`config.mk`:
```
export PLATFORM = sky130hd
export DESIGN_NAME = tx_resp_queue_flat
export DESIGN_NICKNAME = d
export VERILOG_FILES = /design/src/rtl/sys_pkg.sv /design/src/rtl/tx_resp_queue_if.sv /design/src/rtl/byte_fifo.sv /design/src/rtl/tx_resp_queue.sv /design/src/flat_wrapper.sv
export SDC_FILE = /design/constraint.sdc
export NUM_CORES = 1
export LEC_CHECK = 0
export BUFFER_PORTS_ARGS = -buffer_cell sky130_fd_sc_hd__buf_2
export CAP_MARGIN = 20
export CORE_MARGIN = 1
export CORE_UTILIZATION = 55
export DETAILED_ROUTE_END_ITERATION = 6
export GPL_TIMING_DRIVEN = 0
export PLACE_DENSITY_LB_ADDON = 0.08
export SYNTH_ARGS = -nofsm -noshare
export SYNTH_HDL_FRONTEND = slang
export SYNTH_SLANG_ARGS = --single-unit
```
`constraint.sdc`:
```
create_clock -name CLK -period 3.35 [get_ports CLK]
set_clock_uncertainty 0.1 [all_clocks]
set_input_delay 0.5025 -clock CLK [delete_from_list [all_inputs] [get_ports CLK]]
set_output_delay 0.5025 -clock CLK [all_outputs]
set_load 0.05 [all_outputs]
```
`src/rtl/sys_pkg.sv`:
```
// Shared types and defaults for the TX response queue.
// FSM state encoding plus default sizing constants.
package sys_pkg;

    localparam int DEF_DATA_WIDTH   = 8;
    localparam int DEF_DEPTH        = 8;
    localparam int DEF_BUSY_TIMEOUT = 16;

    typedef enum logic [1:0] {
        IDLE    = 2'd0,
        WAIT_HI = 2'd1,
        WAIT_LO = 2'd2
    } tx_state_t;

endpackage

```
`src/rtl/tx_resp_queue_if.sv`:
```
// Response-in / byte-out bundle of the TX response queue.
// master drives pushes and Busy; slave is the queue itself.
interface tx_resp_queue_if #(
    parameter int DATA_WIDTH = sys_pkg::DEF_DATA_WIDTH
);

    logic [2*DATA_WIDTH-1:0] IN_DATA;
    logic                    IN_WIDE;
    logic                    IN_VLD;
    logic                    IN_RDY;
    logic                    Busy;
    logic [DATA_WIDTH-1:0]   TX_P_DATA;
    logic                    TX_D_VLD;
    logic                    ERR_CLR;
    logic                    OVF_ERR;
    logic                    TMO_ERR;

    modport master (
        output IN_DATA, IN_WIDE, IN_VLD, Busy, ERR_CLR,
        input  IN_RDY, TX_P_DATA, TX_D_VLD, OVF_ERR, TMO_ERR
    );

    modport slave (
        input  IN_DATA, IN_WIDE, IN_VLD, Busy, ERR_CLR,
        output IN_RDY, TX_P_DATA, TX_D_VLD, OVF_ERR, TMO_ERR
    );

endinterface

```
`src/rtl/byte_fifo.sv`:
```
// Byte FIFO with a 1-or-2 byte write port and a 1-byte pop.
// Read data is the head byte, valid whenever count is non-zero.
module byte_fifo
    import sys_pkg::*;
#(
    parameter int DATA_WIDTH = DEF_DATA_WIDTH,
    parameter int DEPTH      = DEF_DEPTH,
    localparam int PTR_W     = $clog2(DEPTH),
    localparam int CNT_W     = $clog2(DEPTH) + 1
) (
    input  logic                    i_clk,
    input  logic                    i_rst,
    input  logic                    i_wr_en,
    input  logic                    i_wr_wide,
    input  logic [2*DATA_WIDTH-1:0] i_wr_data,
    input  logic                    i_rd_en,
    output logic [DATA_WIDTH-1:0]   o_rd_data,
    output logic [CNT_W-1:0]        o_count
);

    logic [DATA_WIDTH-1:0] r_mem [DEPTH];
    logic [PTR_W-1:0]      r_wr_ptr;
    logic [PTR_W-1:0]      r_rd_ptr;
    logic [CNT_W-1:0]      r_count;

    logic [PTR_W-1:0]      w_wr_ptr_p1;
    logic [CNT_W-1:0]      w_push_n;
    logic [CNT_W-1:0]      w_pop_n;

    assign w_wr_ptr_p1 = r_wr_ptr + PTR_W'(1);
    assign w_push_n    = !i_wr_en  ? '0 :
                         i_wr_wide ? CNT_W'(2) : CNT_W'(1);
    assign w_pop_n     = i_rd_en ? CNT_W'(1) : '0;

    // Storage write: low byte at wr_ptr, high byte right after it
    always_ff @(posedge i_clk) begin
        if (i_wr_en) begin
            r_mem[r_wr_ptr] <= i_wr_data[DATA_WIDTH-1:0];
            if (i_wr_wide) begin
                r_mem[w_wr_ptr_p1] <= i_wr_data[2*DATA_WIDTH-1:DATA_WIDTH];
            end
        end
    end

    // Pointers wrap naturally; count uses pre-update value
    always_ff @(posedge i_clk) begin
        if (i_rst) begin
            r_wr_ptr <= '0;
            r_rd_ptr <= '0;
            r_count  <= '0;
        end else begin
            if (i_wr_en) begin
                r_wr_ptr <= r_wr_ptr + (i_wr_wide ? PTR_W'(2) : PTR_W'(1));
            end
            if (i_rd_en) begin
                r_rd_ptr <= r_rd_ptr + PTR_W'(1);
            end
            r_count <= r_count + w_push_n - w_pop_n;
        end
    end

    assign o_rd_data = r_mem[r_rd_ptr];
    assign o_count   = r_count;

endmodule

```
`src/rtl/tx_resp_queue.sv`:
```
// Byte-serialising response queue paced by the UART Busy handshake.
// One strobe per byte; each launch waits for Busy to rise then fall.
module tx_resp_queue
    import sys_pkg::*;
#(
    parameter int DATA_WIDTH   = DEF_DATA_WIDTH,
    parameter int DEPTH        = DEF_DEPTH,
    parameter int BUSY_TIMEOUT = DEF_BUSY_TIMEOUT
) (
    input  logic            CLK,
    input  logic            RST,
    tx_resp_queue_if.slave  bus
);

    localparam int CNT_W = $clog2(DEPTH) + 1;
    localparam int TMR_W = $clog2(BUSY_TIMEOUT);

    localparam logic [CNT_W-1:0] RDY_MAX  = CNT_W'(DEPTH - 2);
    localparam logic [TMR_W-1:0] TMR_LAST = TMR_W'(BUSY_TIMEOUT - 1);

    tx_state_t             r_state;
    logic [TMR_W-1:0]      r_timer;
    logic [DATA_WIDTH-1:0] r_tx_data;
    logic                  r_tx_vld;
    logic                  r_ovf_err;
    logic                  r_tmo_err;

    tx_state_t             w_state_nxt;
    logic [TMR_W-1:0]      w_timer_nxt;
    logic                  w_pop;
    logic                  w_tmo_evt;
    logic                  w_push;
    logic                  w_ovf_evt;
    logic                  w_rdy;
    logic [CNT_W-1:0]      w_count;
    logic [DATA_WIDTH-1:0] w_rd_data;

    assign w_rdy     = (w_count <= RDY_MAX);
    assign w_push    = bus.IN_VLD & w_rdy;
    assign w_ovf_evt = bus.IN_VLD & ~w_rdy;

    byte_fifo #(
        .DATA_WIDTH (DATA_WIDTH),
        .DEPTH      (DEPTH)
    ) u_fifo (
        .i_clk      (CLK),
        .i_rst      (RST),
        .i_wr_en    (w_push),
        .i_wr_wide  (bus.IN_WIDE),
        .i_wr_data  (bus.IN_DATA),
        .i_rd_en    (w_pop),
        .o_rd_data  (w_rd_data),
        .o_count    (w_count)
    );

    // Next-state: launch from IDLE, then see Busy rise and fall
    always_comb begin
        w_state_nxt = r_state;
        w_timer_nxt = r_timer;
        w_pop       = 1'b0;
        w_tmo_evt   = 1'b0;
        unique case (r_state)
            IDLE: begin
                if (w_count != '0 && !bus.Busy) begin
                    w_pop       = 1'b1;
                    w_timer_nxt = '0;
                    w_state_nxt = WAIT_HI;
                end
            end
            WAIT_HI: begin
                if (bus.Busy) begin
                    w_state_nxt = WAIT_LO;
                end else if (r_timer == TMR_LAST) begin
                    w_tmo_evt   = 1'b1;
                    w_state_nxt = IDLE;
                end else begin
                    w_timer_nxt = r_timer + TMR_W'(1);
                end
            end
            WAIT_LO: begin
                if (!bus.Busy) begin
                    w_state_nxt = IDLE;
                end
            end
            default: w_state_nxt = IDLE;
        endcase
    end

    // State, timer and registered launch outputs
    always_ff @(posedge CLK) begin
        if (RST) begin
            r_state   <= IDLE;
            r_timer   <= '0;
            r_tx_data <= '0;
            r_tx_vld  <= 1'b0;
        end else begin
            r_state  <= w_state_nxt;
            r_timer  <= w_timer_nxt;
            r_tx_vld <= w_pop;
            if (w_pop) begin
                r_tx_data <= w_rd_data;
            end
        end
    end

    // Sticky error flags; a new event beats a clear
    always_ff @(posedge CLK) begin
        if (RST) begin
            r_ovf_err <= 1'b0;
            r_tmo_err <= 1'b0;
        end else begin
            if (w_ovf_evt) begin
                r_ovf_err <= 1'b1;
            end else if (bus.ERR_CLR) begin
                r_ovf_err <= 1'b0;
            end
            if (w_tmo_evt) begin
                r_tmo_err <= 1'b1;
            end else if (bus.ERR_CLR) begin
                r_tmo_err <= 1'b0;
            end
        end
    end

    assign bus.IN_RDY    = w_rdy;
    assign bus.TX_P_DATA = r_tx_data;
    assign bus.TX_D_VLD  = r_tx_vld;
    assign bus.OVF_ERR   = r_ovf_err;
    assign bus.TMO_ERR   = r_tmo_err;

endmodule
```
`src/flat_wrapper.sv`:
```
// flat-port wrapper written by rule: the top's interface ports become plain ports
module tx_resp_queue_flat import sys_pkg::*;
#(
    parameter int DATA_WIDTH   = DEF_DATA_WIDTH,
    parameter int DEPTH        = DEF_DEPTH,
    parameter int BUSY_TIMEOUT = DEF_BUSY_TIMEOUT
)
  (CLK, RST, bus_IN_DATA, bus_IN_WIDE, bus_IN_VLD, bus_Busy, bus_ERR_CLR, bus_IN_RDY, bus_TX_P_DATA, bus_TX_D_VLD, bus_OVF_ERR, bus_TMO_ERR);
  tx_resp_queue_if #(.DATA_WIDTH(DATA_WIDTH)) bus_i ();
  input  logic CLK;
  input  logic RST;
  input wire logic [$bits(bus_i.IN_DATA)-1:0] bus_IN_DATA;
  input wire logic [$bits(bus_i.IN_WIDE)-1:0] bus_IN_WIDE;
  input wire logic [$bits(bus_i.IN_VLD)-1:0] bus_IN_VLD;
  input wire logic [$bits(bus_i.Busy)-1:0] bus_Busy;
  input wire logic [$bits(bus_i.ERR_CLR)-1:0] bus_ERR_CLR;
  output wire logic [$bits(bus_i.IN_RDY)-1:0] bus_IN_RDY;
  output wire logic [$bits(bus_i.TX_P_DATA)-1:0] bus_TX_P_DATA;
  output wire logic [$bits(bus_i.TX_D_VLD)-1:0] bus_TX_D_VLD;
  output wire logic [$bits(bus_i.OVF_ERR)-1:0] bus_OVF_ERR;
  output wire logic [$bits(bus_i.TMO_ERR)-1:0] bus_TMO_ERR;
  assign bus_i.IN_DATA = bus_IN_DATA;
  assign bus_i.IN_WIDE = bus_IN_WIDE;
  assign bus_i.IN_VLD = bus_IN_VLD;
  assign bus_i.Busy = bus_Busy;
  assign bus_i.ERR_CLR = bus_ERR_CLR;
  assign bus_IN_RDY = bus_i.IN_RDY;
  assign bus_TX_P_DATA = bus_i.TX_P_DATA;
  assign bus_TX_D_VLD = bus_i.TX_D_VLD;
  assign bus_OVF_ERR = bus_i.OVF_ERR;
  assign bus_TMO_ERR = bus_i.TMO_ERR;
  tx_resp_queue #(.DATA_WIDTH(DATA_WIDTH), .DEPTH(DEPTH), .BUSY_TIMEOUT(BUSY_TIMEOUT)) u_core (.CLK(CLK), .RST(RST), .bus(bus_i));
endmodule
```
==> reports/metrics.yaml <==
pre_cts_ws_ns: 0.299
yosys.area.top_type: "edfxtp_1"
drive_above_1_share_pct: 36.8
io_pins: 34
synth_nets: 386
critPathCaptureType: "flip-flop"
rr_endpoint: "u_core.u_fifo.o_count[2]$_SDFF_PP0_"
grt_setup_unrepaired: "false"
cts_made_buffers: 9
drv_slew: 0
cts-root-buf: "clkbuf_8"
wl_per_cell_um: 18.9
hold_start: "bus_Busy"
grt_pass1_wl_um: 14900
setup_viol: 0
crit_arrival_ns: 3.20
wl_um: 9520
post_cts_resized: 0
die-area_sq_um: 9040
dr.pass1.iters: 4
worst_pin_slew_ns: 0.873
synth_edf_count: 64
syn_avg_cell_area_sq_um: 13.6
hold_path_class: "primary input to flip-flop"
async_reset_ff_share_pct: 0
globalplace.congestion: 0.840
clkTransAtPathRegs_ns: 0.10
synth-seq-area-share_pct: 51.7
grt_pass1_vias: 2807
clk_latency_ns: 0.36
hold_buffers: 0
rows: 33
viasPerCell: 5.90
synthSimpleGateAreaFrac_pct: 10.8
grt.total_usage_pct: 22.9
p_leak_nw: 1.90
synth-adder-area-share_pct: 3.73
period_share_pct: 91.5
hpwlAfterDp_um: 6890
synth.most_common_cell: "edfxtp_1"
num_antenna_cells: 0
synth_top_family_by_area: "multiplexers"
area_growth_syn_to_layout_pct: 10.6
synth_top_area_share_pct: 40.3
ys_ff_latch: 91
post-route-min-period_ns: 3.06
ant_nets: 0
min_to: "u_core.r_state[1]$_SDFFE_PP0P_"
io_buffers: 32
dr_total_vias: 2975
crit_type: "flip-flop to flip-flop"
htree_levels: 3
start_kind: "flip-flop"
final-hold-violation-count: 0
synth_compound_area_share_pct: 4.89
maxSlewHeadroom_pct: 41.6
utilization_pct: 63.5
fp.dieW_um: 95.1
synthCells: 351
synthMuxAreaShare_pct: 24.6
cts_max_path_buffers: 2
drc_errors: 0
cp.required_ns: 3.49
max_cap_violations: 0
ir_drop_mv: 0.299
core_sq_um: 8300
holdPathStages: 2
r2r_cells: 13
drt_iter0_drc: 124
max_freq_ghz: 0.326
worst_slack_ns: 0.286
regToRegSetupSlack_ns: 0.29
netlist-cell-type-count: 43
r2r-start: "u_core.u_fifo.o_count[2]$_SDFF_PP0_"
cts_setup_buffers: 0
synth_ff_type: "edfxtp_1"
ys_top_cells_by_area: "edfxtp_1 40%, mux2_2 12%, dfxtp_1 11%"
start_util_pct: 57.4
status: "finished clean"
hold_slack_ns: 0.342
power_density_nw_per_um2: 648
clock-sinks: 91
cts_tree: "yes"
grt_max_degree: 18
yosys-top-cells-count: "64 x edfxtp_1, 50 x mux2_2, 32 x nor2_1"
synth_warnings: 0
grt-ovfl-total: 0
die_h_um: 95.1
fin_tns_setup_ns: 0
total_power_mw: 3.42
nets: 429
synthXorXnorAreaFrac_pct: 1.29
mappedNetlistArea_sq_um: 4760
crit_path_max_fanout: 10
antenna_found_initial: 0
[logic make-up (layout without fill, tap and decap cells)]
| group | after synthesis | after routing |
|---|---|---|
| buffers and inverters | 32 | 80 |
| adder cells (fa/ha/maj) | 13 | 13 |
| flip-flops | 91 | 91 |
| multiplexers | 83 | 83 |
| XOR/XNOR | 7 | 7 |
| AND/OR/NAND/NOR | 90 | 90 |
| AO/OA/AOI/OAI | 35 | 35 |
[per-layer routing]
layer / global-route usage [%] / vias up / wire (um)
li1: - / 1419 / -
met1: 32.4 / 1491 / 4630
met2: 36.7 / 63 / 4580
met3: 2.87 / 2 / 285
met4: 7.20 / 0 / 26
met5: 0 / - / 0
[metrics by stage]
stage	area, sq um	instances
after floorplan	4760	351
after global placement	5050	488
after detailed placement	5050	488
after CTS	5270	504
after global routing	5270	504
final	5270	504
[placed cells by master, fill, tap and decap left out, drive strengths merged, types with 10 or more instances in the layout]
master   n
a21oi   11
buf     36
clkbuf  23
dfxtp   27
edfxtp  64
ha      11
inv     19
mux2    66
mux4    16
nand3   10
nor2    34
nor3    12
[how the worst max path moves through the flow]
stage               cells after the start                                  end                           startpoint
floorplan                              13  u_core.u_fifo.o_count[2]$_SDFF_PP0_  u_core.u_fifo.o_count[2]$_SDFF_PP0_
global placement                       13  u_core.u_fifo.o_count[2]$_SDFF_PP0_  u_core.u_fifo.o_count[2]$_SDFF_PP0_
detailed placement                     13  u_core.u_fifo.o_count[2]$_SDFF_PP0_  u_core.u_fifo.o_count[2]$_SDFF_PP0_
CTS                                    13  u_core.u_fifo.o_count[2]$_SDFF_PP0_  u_core.u_fifo.o_count[2]$_SDFF_PP0_
global route                           13  u_core.u_fifo.o_count[2]$_SDFF_PP0_  u_core.u_fifo.o_count[2]$_SDFF_PP0_
finish                                 13  u_core.u_fifo.o_count[2]$_SDFF_PP0_  u_core.u_fifo.o_count[2]$_SDFF_PP0_
[state kept, by name (all words and copies together), names as in the netlist]
signal	count
u_core.u_fifo.r_rd_ptr	3
u_core.bus.TX_D_VLD	1
u_core.r_timer	4
u_core.bus.TMO_ERR	1
u_core.u_fifo.r_wr_ptr	3
u_core.r_state	2
u_core.bus.OVF_ERR	1
u_core.u_fifo.r_mem	64
u_core.bus.TX_P_DATA	8
u_core.u_fifo.o_count	4
[worst max-delay path: stages, from the launching register on]
cell and delay (ns):
dfxtp_1 0.33, inv_1 0.08, ha_1 0.14, or3b_2 0.44
clkbuf_1 0.17, and2_1 0.20, clkbuf_1 0.26, ha_1 0.37
inv_1 0.06, ha_1 0.16, inv_1 0.06, fa_1 0.39
xor2_1 0.15, nor2_1 0.05
[area by class of cell]
class / instances / area (sq um)
inverter: 15 / 56.3
fill: 648 / 3030
clock buffer: 10 / 138
timing repair buffer: 32 / 160
clock inverter: 6 / 77.6
tap: 105 / 131
sequential: 91 / 2460
buffer: 17 / 82.6
multi-input combinational: 228 / 2160
[where the power goes]
group          internal [mW]  total (mW)  leakage (nW)  switching [mW]
Clock                  0.382       0.810         0.107           0.428
Combinational          0.482        1.18         0.992           0.698
Sequential              1.36        1.43         0.804          0.0636
(Power assumes the default switching activity.)
